[src/rtl/writeback_ctrl.sv]
// Writeback-stage sequencer: accepts one instruction per cycle from MEM, holds
// loads until the data-memory response arrives (bounded by a timeout), and counts retires.
module writeback_ctrl #(
  parameter int LOAD_TIMEOUT = 16,
  parameter int CNT_W        = 32
) (
  input  logic             clk,
  input  logic             rst,
  input  logic             in_valid,
  output logic             in_ready,
  input  logic [4:0]       in_rd,
  input  logic             in_reg_write,
  input  logic [1:0]       in_dest_sel,
  input  logic             dmem_rvalid,
  input  logic [31:0]      dmem_rdata,
  output logic [1:0]       rd_dest_select,
  output logic [31:0]      load_data,
  output logic             rf_we,
  output logic [4:0]       rf_waddr,
  output logic             load_timeout_err,
  input  logic             err_clr,
  output logic [CNT_W-1:0] retire_count
);

  // Handshake: an instruction transfers on a rising edge where in_valid and
  // in_ready are both 1; in_ready depends only on the state register.
  typedef enum logic {
    IDLE      = 1'b0,
    WAIT_LOAD = 1'b1
  } state_t;

  localparam logic [1:0] SEL_LOAD     = 2'b11;
  localparam logic [7:0] TIMEOUT_LAST = 8'(LOAD_TIMEOUT - 1);

  state_t     state;
  logic [7:0] wait_cnt;
  logic [4:0] pend_rd;
  logic       pend_reg_write;
  logic [1:0] pend_sel;
  logic       accept;

  assign in_ready = (state == IDLE);
  assign accept   = in_valid & in_ready;

  always_ff @(posedge clk or posedge rst) begin
    if (rst) begin
      state            <= IDLE;
      wait_cnt         <= '0;
      pend_rd          <= '0;
      pend_reg_write   <= 1'b0;
      pend_sel         <= '0;
      rf_we            <= 1'b0;
      rf_waddr         <= '0;
      rd_dest_select   <= '0;
      load_data        <= '0;
      load_timeout_err <= 1'b0;
      retire_count     <= '0;
    end else begin
      rf_we <= 1'b0;
      // A timeout set below overrides this clear in the same cycle.
      if (err_clr) load_timeout_err <= 1'b0;

      case (state)
        IDLE: begin
          if (accept) begin
            if (in_dest_sel != SEL_LOAD || dmem_rvalid) begin
              if (in_dest_sel == SEL_LOAD) load_data <= dmem_rdata;
              rf_we          <= in_reg_write & (in_rd != 5'd0);
              rf_waddr       <= in_rd;
              rd_dest_select <= in_dest_sel;
              retire_count   <= retire_count + CNT_W'(1);
            end else begin
              pend_rd        <= in_rd;
              pend_reg_write <= in_reg_write;
              pend_sel       <= in_dest_sel;
              wait_cnt       <= '0;
              state          <= WAIT_LOAD;
            end
          end
        end

        WAIT_LOAD: begin
          if (dmem_rvalid) begin
            load_data      <= dmem_rdata;
            rf_we          <= pend_reg_write & (pend_rd != 5'd0);
            rf_waddr       <= pend_rd;
            rd_dest_select <= pend_sel;
            retire_count   <= retire_count + CNT_W'(1);
            state          <= IDLE;
          end else if (wait_cnt == TIMEOUT_LAST) begin
            load_timeout_err <= 1'b1;
            state            <= IDLE;
          end else begin
            wait_cnt <= wait_cnt + 8'd1;
          end
        end

        default: state <= IDLE;
      endcase
    end
  end

endmodule

[config.mk]
export PLATFORM = sky130hd
export DESIGN_NAME = writeback_ctrl
export DESIGN_NICKNAME = d
export VERILOG_FILES = /design/src/rtl/writeback_ctrl.sv
export SDC_FILE = /design/constraint.sdc
export NUM_CORES = 1
export LEC_CHECK = 0
export BUFFER_PORTS_ARGS = -buffer_cell sky130_fd_sc_hd__buf_2
export CAP_MARGIN = 40
export CORE_MARGIN = 5
export CORE_UTILIZATION = 57
export CTS_BUF_LIST = sky130_fd_sc_hd__clkbuf_8
export CTS_CLUSTER_SIZE = 16
export DETAILED_ROUTE_END_ITERATION = 6
export GPL_ROUTABILITY_DRIVEN = 0
export PLACE_DENSITY = 0.87
export SETUP_SLACK_MARGIN = 0.1
export SLEW_MARGIN = 10
export SYNTH_ARGS = -nofsm -noshare
export SYNTH_HDL_FRONTEND = slang
export SYNTH_SLANG_ARGS = --single-unit
[constraint.sdc]
create_clock -name clk -period 4.25 [get_ports clk]
set_input_delay 0.85 -clock clk [delete_from_list [all_inputs] [get_ports clk]]
set_output_delay 0.85 -clock clk [all_outputs]
set_load 0.005 [all_outputs]
---- Word-level counts from Yosys, hierarchy flattened ----
Index checks and enable logic that the tools add are counted.
Widths: inputs -> output; s select.
storage, ports and cells
  bits in latches ......................... 0
  bits in read-only memories .............. 0
  RAM bits ................................ 0
  bits in registers ....................... 90
  memories kept ........................... 0
  word-level logic and storage cells ...... 70
  output and inout bits ................... 74
operators by class
  multiply operators ...................... 0
  reductions and logical operators ........ 7
  eq/ne operators ......................... 10
  bitwise logic cells ..................... 5
  shift-type cells ........................ 0
  muxes and demuxes ....................... 35
  divide/modulo/power cells ............... 0
  add/subtract/negate cells ............... 2
  order comparisons ....................... 0
operator list
  kind                   count
  $mux 32                7
  $pmux 32 s2            2
  $add 32x1->32 const B  1
  $mux 8                 4
  $pmux 8 s2             1
  $mux 5                 3
  $mux 1                 11
  $ne 2x2->1 const B     5
  $pmux 5 s2             1
  $reduce_bool 5->1      2
  $add 8x1->8 const B    1
  $eq 8x4->1 const B     1
  $reduce_and 4->1       2
  $mux 2                 3
  $ne 2x1->1 const B     3
  $reduce_and 3->1       2
  $pmux 1 s2             2
  $pmux 2 s2             1
  $and 1x1->1            3
  $eq 2x2->1 const B     1
  $not 1->1              2
  $logic_or 1x1->1       1

---- Logic depth before layout (Yosys ltp) ----
Gate-level depths: netlist of run 1.
  depth after elaboration ................. 5
  gate-level depth with buffers ........... 6
  gate-level depth less buffers ........... 5

---- Worst setup path after synthesis of run 1 ----
OpenSTA, ideal clock, no wires.
  path type ............................... in2reg
  from .................................... input in_valid
  to ...................................... register load_data[0]
  buffers on the path ..................... 1
  stages .................................. 4
  data required time ...................... 4.125 ns
  slack ................................... 2.135 ns
  data arrival time ....................... 1.990 ns
  cell sequence ........................... and3_1 > o21ai_1 > clkbuf_1 > mux2_2
on the way
  word-level cells in the longest chain between the ends .. 3
ends and longest elaborated chain
  element                            line  RTL
  start: declaration                 9     input logic in_valid,
  $and 1x1->1                        43    assign accept = in_valid & in_ready;
  $ne 2x1->1 (no source line)        --
  $reduce_and 4->1 (no source line)  --
  end signal: assignment             67    if (in_dest_sel == SEL_LOAD) load_data <= dmem_rdata;
  end signal: assignment             84    load_data <= dmem_rdata;
  end: declaration                   17    output logic [31:0] load_data,
Every way passes these cells.
A chain may end at the register's enable or synchronous reset.

---- Worst setup path after layout of run 1 ----
  from .................................... register state
  to ...................................... register retire_count[14]
on the way
  word-level cells in the longest chain between the ends .. 4
  elaborated cells between the ends (all ways) .. 7
  those cells by class .................... 3 x eq/ne; 1 x mux; 2 x bitwise; 1 x reduce/logical
ends and longest elaborated chain
  element                            line  RTL
  start: declaration                 35    state_t state;
  start signal: assignment           47    state <= IDLE;
  start signal: assignment           77    state <= WAIT_LOAD;
  start signal: assignment           89    state <= IDLE;
  $not 1->1 (no source line)         --
  $and 1x1->1                        43
  $ne 2x1->1 (no source line)        --
  $reduce_and 3->1 (no source line)  --
  end signal: assignment             71    retire_count <= retire_count + CNT_W'(1);
  end signal: assignment             88    retire_count <= retire_count + CNT_W'(1);
  end: declaration                   22    output logic [CNT_W-1:0] retire_count
Parallel ways exist; a longest one is shown, timed or not.

==> results of run 1 <==
[per-stage QoR]
step | setup WS (ns) | total power, mW | instance area (um^2)
after floorplan | 1.065 | 1.341 | 3949
after global placement | 1.555 | 1.527 | 4612
after detailed placement | 1.727 | 1.565 | 4627
after CTS | 1.808 | 2.248 | 4867
after global routing | 1.635 | 2.348 | 4867
final | 1.765 | 2.235 | 4867
[power breakdown]
group	switching (mW)	total, mW	internal, mW
clock	0.287	0.689	0.403
combinational	0.200	0.426	0.226
sequential	0.119	1.12	1.00
total	0.605	2.24	1.63
[worst reg2reg max path, stage by stage, from the launching register on]
cell,delay [ns]
dfrtp_1,0.81
mux2_2,0.30
nand3_1,0.37
buf_8,0.31
nor4_1,0.44
xor2_1,0.18
[flip-flops by register name (all words and copies together), names as in the netlist]
signal and flops:
load_data 32, load_timeout_err 1, pend_rd 5, pend_reg_write 1
pend_sel 2, rd_dest_select 2, retire_count 32, rf_waddr 5
rf_we 1, state 1, wait_cnt 8
[synth_stat cells, types with 4 or more instances]
cell type	number
nand3_1	24
mux2_2	34
nor4_1	7
nand2_1	37
mux2i_1	8
clkbuf_1	10
nor2_1	13
nand2b_1	4
o21ai_0	4
or4_1	4
nand4_1	8
a21oi_1	7
inv_1	8
and3_1	4
xnor2_1	12
nor4_2	6
xor2_1	21
nor3_1	8
dfrtp_1	90
[path summary, 6_finish.rpt]
check / cells past startpoint / slack (ns) / endpoint / startpoint
max: 5 / 1.77 / retire_count[14] / state
min: 1 / 0.48 / pend_sel[1] / pend_sel[1]
max reg2reg: 5 / 1.77 / retire_count[14] / state
min reg2reg: 1 / 0.48 / pend_sel[1] / pend_sel[1]
max in group asynchronous: 3 / 3.18 / rf_waddr[3] / rst
min in group asynchronous: 3 / 0.63 / load_data[1] / rst
[cell families (layout without fill, tap and decap cells)]
group / count (synthesis) / after routing / synth area share, %
and+or+nand+nor: 129 / 129 / 18.06
buffers and inverters: 22 / 146 / 2.345
muxes: 42 / 42 / 11.72
adders and majority gates: 2 / 2 / 0.6336
DFF: 90 / 90 / 57.03
AOI/OAI and AO/OA: 19 / 19 / 2.883
xor gates and xnor gates: 33 / 33 / 7.319
[layer usage]
layer | track usage, % | routed length [um]
met3 | 4.425 | 574
met5 | 0 | 0
met1 | 26.73 | 3635
met2 | 37.46 | 4740
met4 | 9.280 | 178
[final cells by class]
| cell class | count | area [um^2] |
|---|---|---|
| repair buffers | 123 | 635.6 |
| clock inverters | 5 | 102.6 |
| fillers | 456 | 1889 |
| well taps | 80 | 100.1 |
| clock buffers | 10 | 137.6 |
| inverters | 8 | 31.28 |
| flip-flops and latches | 90 | 2252 |
| multi-input cells | 225 | 1608 |
[placed cells by master, fill, tap and decap left out, drive strengths merged, types with 5 or more instances in the layout]
master,count
buf,123
clkbuf,10
nor2,13
nor4,14
mux2i,8
nand2,37
o21ai,5
inv,7
nand3,24
xor2,21
xnor2,12
mux2,34
a21oi,7
nand4,8
dfrtp,90
nor3,8
==> impl_metrics.ini, run 1 <==
[clocking]
tritoncts = yes
h-tree-depth = 3
ctsRootBufferMaster = clkbuf_8
clock_sink_count = 90
clock_latency_ns = 0.34
hold_buffers = 0
cts_resized = 0
cts.clk_slew.worst_paths_ns = 0.09
post_cts_buffers = 0
cts_buffers = 9
clockBufferDepth = 2

[drt]
wire_per_inst_um = 16.87
final_antenna_net_count = 0
vias = 3038
drc = 0
vias_per_cell = 5.616
wl_mm = 9.127
dr.pass1.iters = 5
drt_iter0_drc = 114

[timing]
drv_slew = 0
hold_ws_ns = 0.4801
clock_skew_ns = 0.009674
hold_viol_final = 0
tightest_slew_ns = 0.8877
post-route-period-util_pct = 58.46
setup_tns_ns = 0
min_period_ns = 2.485
rsz0062_at_grt = no
max_freq_mhz = 402.5
setup_viol = 0
relSlewSlack_pct = 39.99

[power_and_ir_drop]
p_leak_nw = 2.403
peakVddDrop_v = 0.0002940
cellPowerDensity_nw_per_um2 = 459.2

[synth]
yosys.cell_types.count = 40
avgSynthCellArea_um2 = 11.72
synth.area.top_cells = dfrtp_1, mux2_2, xor2_1, nand2_1, nand3_1
ys.flop_type = dfrtp_1
synth_enable_flop_cells = 0
synth_cells = 337
syn_nets = 384
synthArstFlopShare_pct = 100.0
ys_seq_area_share_pct = 57.03
synth_top_cell_area_share_pct = 57.03
yosysTopAreaCell = dfrtp_1
synth_warnings = 0
ys_seq_elements = 90
syn_area_um2 = 3949

[global_routing]
grt_start_max_net_pins = 50
grt_first_pass_wirelength_mm = 14.96
antenna_found_initial = 0
overflow = 0
grt.total_usage_pct = 21.84
first_global_vias = 3137

[floorplanning]
fp.dieH_um = 93.23
die_area_um2 = 8692
core_area_um2 = 6756
rows = 30
io_pins = 119
die_x_um = 93.23
start_util_pct = 58.44

[final_layout]
diodes = 0
fin_nets = 504
drive_gt1_share_pct = 39.70
final_util_pct = 72.04
layoutNonFillerInstCount = 541
area_growth_pct = 23.26

[placement]
dpl.cell_count = 526
place_hpwl_mm = 6.651
portBuffers = 118

[worst_setup_path]
worstSetupPathType = reg2reg
crit_slowest_cell = dfrtp_1
crit_chain = mux2_2, nand3_1, buf_8, nor4_1, xor2_1
cp-end-kind = flop
cp_top_family = flip-flops
arrival_ns = 2.76
required_ns = 4.52
critPathLaunchType = flop
cp.buffers_inverters = 1
cpPeakStageDelay_ns = 0.81
crit_path_max_fanout = 16

[run]
maxCapViolCount = 0

[worst_hold_path]
hold_path_class = reg2reg

[run_status]
outcome = complete, no violations
Note: power is estimated with default switching activity, not from simulation.
==> run 2: changes to the inputs <==
CORE_UTILIZATION = 53   (was 57)
PLACE_DENSITY = 0.82   (was 0.87)
clock period = 2.3 ns   (was 4.25 ns; I/O delays follow)
==> run 2 against run 1 <==
Effect of this change:
- sequential power up 83%
- register-to-register slack worse by 1.4 ns
- non-clock buffer count up 2
- hold slack worse by 0.23 ns
- sequential share of layout area down 0.059 points
- combinational power up 85%
- sequential cell count unchanged
- via count down 0.92%
- largest cell class unchanged
- clock-buffer cell count down 1
==> impl_metrics.ini, run 2 (same netlist as run 1, synthesis figures left out) <==
[worst_setup_path]
crit_slowest_cell = or4_1
crit_chain = nand4_1, or4_1, nor4_2, xor2_1
critPathLaunchType = flop
arrival_ns = 2.20
cp-end-kind = flop
cp.buffers_inverters = 0
required_ns = 2.57
cp_top_family = simple AND/OR/NAND/NOR gates
crit_path_max_fanout = 8
cpPeakStageDelay_ns = 0.78
worstSetupPathType = reg2reg

[final_layout]
diodes = 0
multi_input_area_um2 = 1608
final_util_pct = 67.19
seqCellArea_um2 = 2252
fin_nets = 506
reg.largest.list = load_data: 32 flops, retire_count: 32 flops, wait_cnt: 8 flops
mostFrequentLayoutCells = buf_2, dfrtp_1, nand2_1
drive_gt1_share_pct = 40.09
final_common_cell = buf_2
fill_cells = 581
area_growth_pct = 23.42

[timing]
hold_ws_ns = 0.2488
tightest_slew_ns = 0.7015
max_freq_mhz = 518.1
rsz0062_at_grt = no
setup_viol = 0
relSlewSlack_pct = 53.14
hold_viol_final = 0
setup_tns_ns = 0
clock_skew_ns = 0.01237
min_period_ns = 1.930
drv_slew = 0
final.setup.worst_slack_ns = 0.3700
post-route-period-util_pct = 83.91

[drt]
wire_per_inst_um = 15.45
wl_mm = 8.701
dr.pass1.iters = 5
final_antenna_net_count = 0
vias_per_cell = 5.346
drc = 0
drt_iter0_drc = 88
vias = 3010

[global_routing]
grt_start_max_net_pins = 91
grtUsageMet2_pct = 31.63
grt_use_met1_pct = 24.99
overflow = 0
first_global_vias = 3034
busiest_layer = met2
gr-usage-met3_pct = 4.144
antenna_found_initial = 0
grt_first_pass_wirelength_mm = 13.96
grt.total_usage_pct = 19.40

[run]
maxCapViolCount = 0

[floorplanning]
die_area_um2 = 9277
core_area_um2 = 7253
io_pins = 119
fp.dieH_um = 96.32
die_x_um = 96.32
rows = 31
start_util_pct = 54.44

[clocking]
clockBufferDepth = 2
hold_buffers = 0
clock_sink_count = 90
h-tree-depth = 3
tritoncts = yes
clock_latency_ns = 0.35
ctsRootBufferMaster = clkbuf_8
cts.clk_slew.worst_paths_ns = 0.10
cts_buffers = 9
cts_resized = 0
post_cts_buffers = 0

[placement]
dp_slack_ns = 0.3791
place_hpwl_mm = 6.477
portBuffers = 118

[power_and_ir_drop]
finalPower_mw = 3.905
p_leak_nw = 2.389
peakVddDrop_v = 0.0004394
cellPowerDensity_nw_per_um2 = 801.3

[run_status]
outcome = complete, no violations

[worst_hold_path]
hold_path_class = in2async
## run 2: path summary, 6_finish.rpt
check | start | end | slack (ns) | cells past startpoint
worst max-delay path | retire_count[8] | retire_count[30] | 0.37 | 4
worst min-delay path | rst | load_data[19] | 0.25 | 3
worst max register to register | retire_count[8] | retire_count[30] | 0.37 | 4
worst min register to register | pend_sel[1] | pend_sel[1] | 0.48 | 1
max in group asynchronous | rst | retire_count[11] | 1.71 | 3
min in group clk | err_clr | load_timeout_err | 0.28 | 2
## run 2: area by class of cell
class	count	area share (%)
Inverter	8	0.6932
Sequential cell	90	46.21
Clock buffer	9	2.542
Tap cell	99	2.542
Clock inverter	7	1.566
Timing Repair Buffer	125	13.45
Multi-Input combinational cell	225	32.99
## run 2: report_power, final
group	switching, mW	total [mW]	internal, mW
combinational	0.371	0.786	0.415
clock	0.556	1.07	0.510
sequential	0.204	2.05	1.85
## run 2: worst min-delay path: stages
cell and delay [ns]:
buf_2 0.11, clkinvlp_4 0.07, buf_12 0.38
## run 2: per-stage QoR
step	cell area, um^2	cells
after floorplan	3953	337
after global placement	4673	547
after detailed placement	4673	547
after CTS	4873	563
after global routing	4873	563
final	4873	563
## run 2: layer usage
layer	wire [um]	part of all wire [%]
met3	637	7.3
met2	4136	48
met4	176	2.0
met5	0	0
met1	3750	43
